===== src/rtl/batalha_pkg.sv =====
// Shared types for the Batalha Naval placement logic: FSM state encoding, ship types and fleet quotas.
package batalha_pkg;

    // State codes double as the one-hot estado indicator; DONE reads as all zeros.
    typedef enum logic [5:0] {
        ST_DONE = 6'b000000,
        ST_DIR  = 6'b000001,
        ST_ORI  = 6'b000010,
        ST_X    = 6'b000100,
        ST_Y    = 6'b001000,
        ST_VAL  = 6'b010000,
        ST_STO  = 6'b100000
    } state_e;

    typedef enum logic [2:0] {
        T_SUB = 3'd0,
        T_CRU = 3'd1,
        T_SEA = 3'd2,
        T_BAT = 3'd3,
        T_CAR = 3'd4
    } tipo_e;

    localparam int NUM_TYPES = 5;

    localparam logic [2:0] QUOTA [0:NUM_TYPES-1] = '{3'd5, 3'd2, 3'd2, 3'd1, 3'd1};

    function automatic logic [2:0] next_ori(input logic [2:0] ori);
        return (ori == 3'd4) ? 3'd0 : ori + 3'd1;
    endfunction

endpackage


===== src/rtl/btn_edge.sv =====
// Button synchroniser: two flops into the clock domain, then a one-cycle pulse on each rising edge.
// Pulse appears in the cycle after the second sync flop captures the rise; no backpressure.
module btn_edge (
    input  logic i_clk,
    input  logic i_rst,
    input  logic i_btn,
    output logic o_pulse
);

    logic r_sync1;
    logic r_sync2;
    logic r_prev;

    always_ff @(posedge i_clk or posedge i_rst) begin
        if (i_rst) begin
            r_sync1 <= 1'b0;
            r_sync2 <= 1'b0;
            r_prev  <= 1'b0;
        end else begin
            r_sync1 <= i_btn;
            r_sync2 <= r_sync1;
            r_prev  <= r_sync2;
        end
    end

    assign o_pulse = r_sync2 & ~r_prev;

endmodule


===== src/rtl/posiciona_frota.sv =====
// Fleet placement controller: per ship, choose direction/orientation/X/Y, validate over req/ack, strobe store.
// PLACE_VAL_TIMEOUT_EN: a missing validator ack after VAL_TIMEOUT cycles counts as a conflict and sets timeout_err.
module posiciona_frota #(
    parameter int BOARD_N     = 8,
    parameter int COORD_W     = 4,
    parameter int NUM_PLAYERS = 2,
    parameter int PLY_W       = 1,
    parameter int VAL_TIMEOUT = 255
) (
    input  logic               i_clk,
    input  logic               i_reset,
    input  logic               i_enable,
    input  logic               i_enter,
    input  logic               i_select,
    input  logic               i_mode,
    input  logic [BOARD_N-1:0] i_sw,
    input  logic               i_val_ack,
    input  logic               i_val_conflict,
    output logic               o_val_req,
    output logic               o_wr_en,
    output logic [2:0]         o_tipo,
    output logic [PLY_W-1:0]   o_jogador,
    output logic [COORD_W-1:0] o_x,
    output logic [COORD_W-1:0] o_y,
    output logic               o_direcao,
    output logic [2:0]         o_orientacao,
    output logic               o_ready,
    output logic [5:0]         o_estado,
    output logic               o_coord_err,
    output logic               o_timeout_err
);

    import batalha_pkg::*;

    logic w_enter;
    logic w_select;

    btn_edge u_enter (
        .i_clk   (i_clk),
        .i_rst   (i_reset),
        .i_btn   (i_enter),
        .o_pulse (w_enter)
    );

    btn_edge u_select (
        .i_clk   (i_clk),
        .i_rst   (i_reset),
        .i_btn   (i_select),
        .o_pulse (w_select)
    );

    state_e             r_state;
    logic               r_dir;
    logic [2:0]         r_ori;
    logic [COORD_W-1:0] r_x;
    logic [COORD_W-1:0] r_y;
    logic [2:0]         r_tipo;
    logic [2:0]         r_cnt;
    logic [PLY_W-1:0]   r_jog;
    logic               r_mode;
    logic               r_val_req;
    logic               r_wr_en;
    logic               r_ready;
    logic               r_coord_err;

`ifdef PLACE_VAL_TIMEOUT_EN
    localparam int TO_W = $clog2(VAL_TIMEOUT + 1);
    logic [TO_W-1:0] r_to_cnt;
    logic            r_timeout;
`else
    logic w_unused_cfg;
    assign w_unused_cfg = |VAL_TIMEOUT;
`endif

    logic [COORD_W-1:0] w_coord;
    logic               w_sw_ok;
    logic [2:0]         w_cnt_nxt;
    logic [PLY_W-1:0]   w_last_ply;
    logic               w_start;

    // sw[BOARD_N-1] is coordinate 1, sw[0] is coordinate BOARD_N.
    always_comb begin
        w_coord = '0;
        for (int i = 0; i < BOARD_N; i++) begin
            if (i_sw[i]) begin
                w_coord = COORD_W'(BOARD_N - i);
            end
        end
    end

    assign w_sw_ok    = $onehot(i_sw);
    assign w_cnt_nxt  = r_cnt + 3'd1;
    assign w_last_ply = r_mode ? PLY_W'(NUM_PLAYERS - 1) : '0;
    assign w_start    = (r_jog == '0) && (r_tipo == T_SUB) && (r_cnt == 3'd0);

    always_ff @(posedge i_clk or posedge i_reset) begin
        if (i_reset) begin
            r_state     <= ST_DIR;
            r_dir       <= 1'b0;
            r_ori       <= 3'd0;
            r_x         <= '0;
            r_y         <= '0;
            r_tipo      <= T_SUB;
            r_cnt       <= 3'd0;
            r_jog       <= '0;
            r_mode      <= 1'b0;
            r_val_req   <= 1'b0;
            r_wr_en     <= 1'b0;
            r_ready     <= 1'b0;
            r_coord_err <= 1'b0;
`ifdef PLACE_VAL_TIMEOUT_EN
            r_to_cnt    <= '0;
            r_timeout   <= 1'b0;
`endif
        end else begin
            r_wr_en     <= 1'b0;
            r_coord_err <= 1'b0;
            if (i_enable) begin
                case (r_state)
                    ST_DIR: begin
                        // Game mode is only picked up before the first ship of the game.
                        if (w_start) begin
                            r_mode <= i_mode;
                        end
                        if (w_enter) begin
                            r_state <= ST_ORI;
                        end else if (w_select) begin
                            r_dir <= ~r_dir;
                        end
                    end
                    ST_ORI: begin
                        if (w_enter) begin
                            r_state <= ST_X;
                        end else if (w_select) begin
                            r_ori <= next_ori(r_ori);
                        end
                    end
                    ST_X: begin
                        if (w_enter) begin
                            if (w_sw_ok) begin
                                r_x     <= w_coord;
                                r_state <= ST_Y;
                            end else begin
                                r_coord_err <= 1'b1;
                            end
                        end
                    end
                    ST_Y: begin
                        if (w_enter) begin
                            if (w_sw_ok) begin
                                r_y     <= w_coord;
                                r_state <= ST_VAL;
                            end else begin
                                r_coord_err <= 1'b1;
                            end
                        end
                    end
                    ST_VAL: begin
                        // First VAL cycle raises the request; acks only count once it is up.
                        if (!r_val_req) begin
                            r_val_req <= 1'b1;
`ifdef PLACE_VAL_TIMEOUT_EN
                            r_to_cnt  <= '0;
`endif
                        end else if (i_val_ack) begin
                            r_val_req <= 1'b0;
                            if (i_val_conflict) begin
                                r_state <= ST_X;
                            end else begin
                                r_state <= ST_STO;
                                r_wr_en <= 1'b1;
                            end
`ifdef PLACE_VAL_TIMEOUT_EN
                        end else if (r_to_cnt == TO_W'(VAL_TIMEOUT - 1)) begin
                            r_val_req <= 1'b0;
                            r_timeout <= 1'b1;
                            r_state   <= ST_X;
                        end else begin
                            r_to_cnt <= r_to_cnt + TO_W'(1);
`endif
                        end
                    end
                    ST_STO: begin
                        r_state <= ST_DIR;
                        r_dir   <= 1'b0;
                        r_ori   <= 3'd0;
                        if (w_cnt_nxt == QUOTA[r_tipo]) begin
                            r_cnt <= 3'd0;
                            if (r_tipo == T_CAR) begin
                                r_tipo <= T_SUB;
                                if (r_jog == w_last_ply) begin
                                    r_state <= ST_DONE;
                                    r_ready <= 1'b1;
                                end else begin
                                    r_jog <= r_jog + PLY_W'(1);
                                end
                            end else begin
                                r_tipo <= r_tipo + 3'd1;
                            end
                        end else begin
                            r_cnt <= w_cnt_nxt;
                        end
                    end
                    default: begin
                        r_state <= r_state;
                    end
                endcase
            end
        end
    end

    assign o_val_req    = r_val_req;
    assign o_wr_en      = r_wr_en;
    assign o_tipo       = r_tipo;
    assign o_jogador    = r_jog;
    assign o_x          = r_x;
    assign o_y          = r_y;
    assign o_direcao    = r_dir;
    assign o_orientacao = r_ori;
    assign o_ready      = r_ready;
    assign o_estado     = r_state;
    assign o_coord_err  = r_coord_err;
`ifdef PLACE_VAL_TIMEOUT_EN
    assign o_timeout_err = r_timeout;
`else
    assign o_timeout_err = 1'b0;
`endif

endmodule


===== config.mk =====
export PLATFORM = sky130hd
export DESIGN_NAME = posiciona_frota
export DESIGN_NICKNAME = d
export VERILOG_FILES = /design/src/rtl/batalha_pkg.sv /design/src/rtl/btn_edge.sv /design/src/rtl/posiciona_frota.sv
export SDC_FILE = /design/constraint.sdc
export NUM_CORES = 1
export LEC_CHECK = 0
export CAP_MARGIN = 20
export CORE_MARGIN = 2
export CORE_UTILIZATION = 33
export CTS_BUF_LIST = sky130_fd_sc_hd__clkbuf_2 sky130_fd_sc_hd__clkbuf_4 sky130_fd_sc_hd__clkbuf_8
export CTS_CLUSTER_DIAMETER = 30
export DETAILED_ROUTE_END_ITERATION = 7
export PLACE_DENSITY = 0.6
export SLEW_MARGIN = 30
export SYNTH_ARGS = -nofsm -noshare
export SYNTH_HDL_FRONTEND = slang
export SYNTH_SLANG_ARGS = --single-unit

===== constraint.sdc =====
create_clock -name i_clk -period 2.1 [get_ports i_clk]
set_clock_uncertainty 0.05 [all_clocks]
set_input_delay 0.42 -clock i_clk [delete_from_list [all_inputs] [get_ports i_clk]]
set_output_delay 0.42 -clock i_clk [all_outputs]
set_load 0.005 [all_outputs]

==> results.md, run 1 <==
* Routability cong. at 0.792
* Antenna violations before repair at 0
* Initial DRT Pass Iterations at 4
* Crit path time final at 3690 ps
* Hold crit path type: flop to flop
* Top post-synthesis cells by area: dfrtp_1 (41%), mux2_2 (8.0%), ha_1 (5.9%), inv_1 (4.8%), fa_1 (3.8%)
* Final WL at 4950 um
* Slew Viols, Final at 0
* Setup WS post-layout at -1590 ps
* Drc violations at 0
* Root Buffer: clkbuf_8
* Largest net degree at the start of global routing at 37
* Leading area contributor after synthesis: dfrtp_1
* Placed cells at 366
* Gr usage total at 0.142
* Antenna Nets Post-Route at 0
* IO Port Bufs at 41
* FP Rows at 29
* Mux share of post-synthesis cell area at 0.0936
* Clock H-tree levels at 2
* Post-Syn Area at 0.00212 mm^2
* Complex-gate fraction of the synthesized area at 0.143
* Worst path required time at 2230 ps
* Total number of yosys warnings at 0
* Total CTS buffers at 5
* Max Cap Violations at 0
* Synthesized area per cell at 10.0 um^2
* CTS tree: yes
* Cts hold-fix bufs at 0
* DR WL/cell at 13.1 um
* Post-Syn Nets at 242
* Simple-gate share of the synthesized area at 0.149
* Achievable Freq at 271 MHz
* CP Buf/Inv Count at 5
* Initial core utilization at 0.338
* Synthesized-area fraction occupied by adder cells at 0.0966
* NumNets Final at 331
* Synth top area share at 0.412
* XOR/XNOR share of the synthesized area at 0.0206
* Max VDD drop at 0.367 mV
* Io pins at 43
* DIE AREA at 0.00710 mm^2
* Number of synthesized register bits at 36
* Skew-Pair Late Insertion Delay at 290 ps
* PwrDens at 448 mW/mm^2
* Hold slack at 303 ps
* Routed vias at 1864
* RSZ-0062 raised after global routing: yes
* Post-synthesis cell type count at 49
* Top-count cell post-synth: dfrtp_1
* Die Wd at 84.2 um
* Cell family with most CP delay: adder cells
* Failing checks: setup timing
* Place WS at -2550 ps
* Main combinational cell family by area after synthesis: simple AND/OR/NAND/NOR gates
* CP Data Arrival Time at 3830 ps
* Layout Cells excl Fill at 379
* Die H at 84.2 um
* Dpl hpwl at 3720 um
* Syn Inst Count at 212
* Crit path largest cell delay at 530 ps
* Fraction of layout cells with a size suffix above 1 at 0.321
* Synth top cells by count: dfrtp_1 (35), inv_1 (27), nand2_1 (16)
* CP Cell Sequence: buf_8 -> inv_4 -> fa_1 -> fa_1 -> fa_1 -> inv_1 -> ha_2 -> inv_2 -> fa_2 -> o211ai_1 -> a21oi_2 -> nand2_2 -> a211oi_4 -> buf_6 -> mux2_4
* Critical path fanouts, max at 5
* Ys async rst share at 1.00
* Critical-path top delay cell: fa_1
* DR iter-0 viols at 46
* CTS max path bufs at 2
* TritonCTS Sinks at 36
* Status: complete, but fails checks
* Number of global-route vias before repair at 1770
* EDFF count, synth at 0
* CP Class: primary input to flop
* Antenna diodes at 0
* Post-DP Area at 0.00296 mm^2
* Final period utilization at 1.76
* Core Region at 0.00628 mm^2
* Global-route wire length before repair at 8050 um
* Leak pwr at 0.00144 uW
* Worst-path clk slew at 80 ps
* Hold Fails Final Rpt at 0
* Area Overhead vs Synth at 48.8%
* Final setup violation count at 17
* Sequential element share of the synthesized area at 0.425
* Synth Flop Type: dfrtp_1
* Most used cell, CP: fa_1
* Vias per inst at 4.92
* Critical Path Start Type: primary input
* Post-route cell area at 0.00316 mm^2
* Gr ovfl total at 0
* CP Capture Type: flop
per-layer routing:
metal,up-vias,routed length [um],global-route usage
li1,927,-,-
met1,894,2330,0.183
met3,10,145,0.0285
met4,0,116,0.0601
met5,-,0,0
met2,33,2360,0.234
state kept, by name (all words and copies together) (netlist names):
name and flops:
r_mode 1, o_x 4, u_enter.r_prev 1, r_cnt 3
o_orientacao 3, o_tipo 3, u_select.r_sync1 1, o_jogador 1
o_coord_err 1, o_ready 1, u_select.r_prev 1, o_estado 6
o_val_req 1, u_enter.r_sync2 1, o_direcao 1, o_wr_en 1
u_select.r_sync2 1, o_y 4, u_enter.r_sync1 1
cells in the final DEF (no fill, tap or decap), drive strengths merged, types with 3 or more instances in the layout:
cell / instances
clkinv: 3
nor4: 4
mux2i: 3
buf: 53
nand2b: 3
clkbuf: 5
ha: 10
nor2: 8
o21ai: 15
nand2: 16
nor3: 5
nor2b: 4
mux2: 15
clkdlybuf4s50: 38
nand3: 6
fa: 4
xor2: 3
a21oi: 5
dfrtp: 35
inv: 27
a211oi: 3
worst register-to-register path: cells and delay by family (launching register included):
kind	cells	cell delay, ps
flip-flops	1	470
multiplexers	1	300
AND/OR/NAND/NOR	1	550
AO/OA/AOI/OAI	3	630
buffers and inverters	1	160
path summary, 6_finish.rpt:
kind,from,end,slack (ps),cells past startpoint
worst max-delay path,i_sw[0],o_estado[3]$_DFFE_PP0P_,-1590,15
worst min-delay path,u_enter.r_sync1$_DFF_PP0_,u_enter.r_sync2$_DFF_PP0_,300,0
worst max register to register,o_estado[3]$_DFFE_PP0P_,o_estado[3]$_DFFE_PP0P_,-160,6
worst min register to register,u_enter.r_sync1$_DFF_PP0_,u_enter.r_sync2$_DFF_PP0_,300,0
max in group asynchronous,i_reset,o_estado[0]$_DFFE_PP1P_,1180,3
min in group asynchronous,i_reset,r_cnt[2]$_DFFE_PP0P_,480,3
cell type report:
class | instances | area, um^2
fill | 572 | 3120
multi-input combinational | 140 | 1150
sequential | 36 | 902
timing repair buffer | 91 | 806
inverter | 27 | 116
tap | 77 | 96.3
clock buffer | 5 | 68.8
clock inverter | 3 | 18.8
repair_timing:
| item | CTS | global route |
|---|---|---|
| pin swaps | 9 | 8 |
| resized for setup | 24 | 11 |
| endpoints found under the hold margin | 0 | 0 |
| setup buffers | 2 | 3 |
| endpoints found under the setup margin | 17 | 27 |
kinds of logic after synthesis:
logic type | after synthesis
and+or+nand+nor | 59
AOI/OAI and AO/OA | 43
DFF | 36
buffers and inverters | 36
muxes | 18
adders and majority gates | 14
xor gates and xnor gates | 5
other | 1
power by group:
part	internal, uW	switching [uW]
sequential	699	1.67
combinational	120	110
clock	231	254
total	1050	366
metrics by stage:
stage	power (uW)	util	TNS (ps)
6_report	1420	0.504	-24030
5_1_grt	1490	0.504	-25850
4_1_cts	1430	0.493	-24430
3_5_place_dp	924	0.472	-38760
3_3_place_gp	919	0.472	-38270
2_1_floorplan	827	-	-25420
Note: power is estimated with default switching activity, not from simulation.
==> inputs of run 2 (changes only) <==
--- a/config.mk
+++ b/config.mk
@@ -11,6 +11,7 @@
 export CTS_BUF_LIST = sky130_fd_sc_hd__clkbuf_2 sky130_fd_sc_hd__clkbuf_4 sky130_fd_sc_hd__clkbuf_8
 export CTS_CLUSTER_DIAMETER = 30
 export DETAILED_ROUTE_END_ITERATION = 7
+export GPL_TIMING_DRIVEN = 0
 export PLACE_DENSITY = 0.6
 export SLEW_MARGIN = 30
 export SYNTH_ARGS = -nofsm -noshare
==> results.md, run 2 (synthesized netlist as in run 1, its figures left out) <==
* Slew Viols, Final at 0 (unchanged)
* Worst-path clk slew at 80 ps (about the same)
* Io pins at 43 (unchanged)
* Cts hold-fix bufs at 0 (unchanged)
* Die H at 84.2 um (unchanged)
* Layout Cells excl Fill at 351 (-7.4%)
* CP Cell Sequence: buf_6 -> inv_12 -> fa_1 -> fa_1 -> fa_1 -> inv_1 -> ha_2 -> inv_2 -> fa_2 -> o211ai_1 -> a21oi_2 -> o221ai_2 -> a211oi_4 -> buf_6 -> mux2_4
* CP Capture Type: flop
* Vias per inst at 5.00 (+1.7%)
* Clock H-tree levels at 2 (unchanged)
* Worst R2R Start: o_estado[2]$_DFFE_PP0P_
* Leak pwr at 0.00130 uW (-9.5%)
* R2r endpoint: o_estado[5]$_DFFE_PP0P_
* Final period utilization at 1.77 (+0.0128)
* Initial core utilization at 0.338 (unchanged)
* Max FFs per register at 6 (unchanged)
* Max VDD drop at 0.333 mV (-9.3%)
* CP Class: primary input to flop
* CTS tree: yes
* Hold slack at 300 ps (-2.31 ps)
* Worst Setup EP: o_estado[5]$_DFFE_PP0P_
* NumNets Final at 303 (-8.5%)
* DR WL/cell at 13.8 um (+5.5%)
* DIE AREA at 0.00710 mm^2 (unchanged)
* Layout fillers at 607 (+6.1%)
* CP Data Arrival Time at 3850 ps (+20 ps)
* RSZ-0062 raised after global routing: yes
* Critical-path top delay cell: fa_1
* Root Buffer: clkbuf_8
* Initial DRT Pass Iterations at 4 (unchanged)
* PwrDens at 475 mW/mm^2 (+6.1%)
* DR iter-0 viols at 89 (+93%)
* R2R setup slack at -250 ps (-90 ps)
* Die Wd at 84.2 um (unchanged)
* Global-route wire length before repair at 8170 um (+1.5%)
* Hold Fails Final Rpt at 0 (unchanged)
* CP startpoint: i_sw[3]
* Final setup violation count at 17 (unchanged)
* FP Rows at 29 (unchanged)
* Antenna diodes at 0 (unchanged)
* Area Overhead vs Synth at 41.5%
* Skew-Pair Late Insertion Delay at 290 ps (about the same)
* Failing checks: setup timing
* Dpl hpwl at 3400 um (-8.6%)
* Worst path required time at 2230 ps (about the same)
* Crit path largest cell delay at 510 ps (-20 ps)
* Critical path fanouts, max at 6 (+1)
* Crit path time final at 3720 ps (+26.8 ps)
* Core Region at 0.00628 mm^2 (unchanged)
* Setup WS post-layout at -1620 ps (-26.8 ps)
* Critical Path Start Type: primary input
* R2R cell count at 7 (+1)
* Antenna violations before repair at 0 (unchanged)
* Total CTS buffers at 5 (unchanged)
* Antenna Nets Post-Route at 0 (unchanged)
* Commonest non-fill, non-tap cells in the layout: clkdlybuf4s50_1 (36), dfrtp_1 (35), inv_1 (21)
* TritonCTS Sinks at 36 (unchanged)
* Fraction of layout cells with a size suffix above 1 at 0.266 (-0.0548)
* Status: complete, but fails checks
* Routability cong. at 0.810 (+2.3%)
* Final WL at 4830 um (-2.3%)
* CTS max path bufs at 2 (unchanged)
* Most common cell after layout, fill and taps aside: clkdlybuf4s50_1
* Most used cell, CP: fa_1
* Hold crit path type: flop to flop
* Number of global-route vias before repair at 1746 (-1.4%)
* IO Port Bufs at 41 (unchanged)
* Placed cells at 331 (-9.6%)
* Largest net degree at the start of global routing at 20 (-46%)
* Achievable Freq at 269 MHz (-0.72%)
* Max Cap Violations at 0 (unchanged)
* Routed vias at 1756 (-5.8%)
* Gr ovfl total at 0 (unchanged)
* Drc violations at 0 (unchanged)
* Gr usage total at 0.142 (about the same)
[run 2: through the flow]
step | area [um^2] | util | TNS [ps] | setup WS (ps) | total power [uW]
after floorplan | 2180 | - | -25420 | -1860 | 827
after global placement | 2690 | 0.428 | -42020 | -2760 | 887
after CTS | 2920 | 0.464 | -24520 | -1610 | 1440
after global routing | 3010 | 0.479 | -27020 | -1730 | 1500
after detailed placement | 2710 | 0.432 | -41400 | -2820 | 900
final | 3010 | 0.479 | -24740 | -1620 | 1430
[run 2: critical path: cells and delay by family]
family / cells / cell delay (ps)
buf+inv: 5 / 410
fa+ha+maj: 5 / 2050
compound gates: 4 / 660
mux: 1 / 300
[run 2: metal layers]
layer  wire length (um)  up-vias  GRT usage
met5                  0        -          0
li1                   -      867          -
met3                146        9     0.0285
met4                 98        0     0.0601
met2               2310       33      0.219
met1               2280      847      0.196
[run 2: layout make-up]
cell class                 count  area, um^2  share of cell area
buffer                         9        61.3              0.0204
clock buffer                   5        68.8              0.0229
clock inverter                 3        23.8             0.00791
inverter                      27         116              0.0387
multi-input combinational    140        1200               0.400
sequential                    36         902               0.300
tap                           77        96.3              0.0320
timing repair buffer          54         537               0.179
[run 2: worst min-delay path by stage]
stage                               startpoint                          to  slack (ps)  depth (start not counted)
global route         u_enter.r_sync1$_DFF_PP0_   u_enter.r_sync2$_DFF_PP0_         310                          0
global placement     u_enter.r_sync1$_DFF_PP0_   u_enter.r_sync2$_DFF_PP0_         290                          0
floorplan            u_enter.r_sync1$_DFF_PP0_   u_enter.r_sync2$_DFF_PP0_         280                          0
finish               u_enter.r_sync1$_DFF_PP0_   u_enter.r_sync2$_DFF_PP0_         300                          0
CTS                 u_select.r_sync1$_DFF_PP0_  u_select.r_sync2$_DFF_PP0_         300                          0
detailed placement  u_select.r_sync1$_DFF_PP0_  u_select.r_sync2$_DFF_PP0_         280                          0
[run 2: what timing repair did]
action | 4_1_cts | 5_1_grt
pin swaps | 7 | 3
resized for setup | 34 | 14
buffers inserted | 9 | 3
endpoints found under the setup margin | 21 | 25
[run 2: where the power goes]
part | internal (uW) | total, uW | switching (uW)
Combinational | 105 | 218 | 113
Sequential | 698 | 700 | 1.54
Clock | 235 | 510 | 275
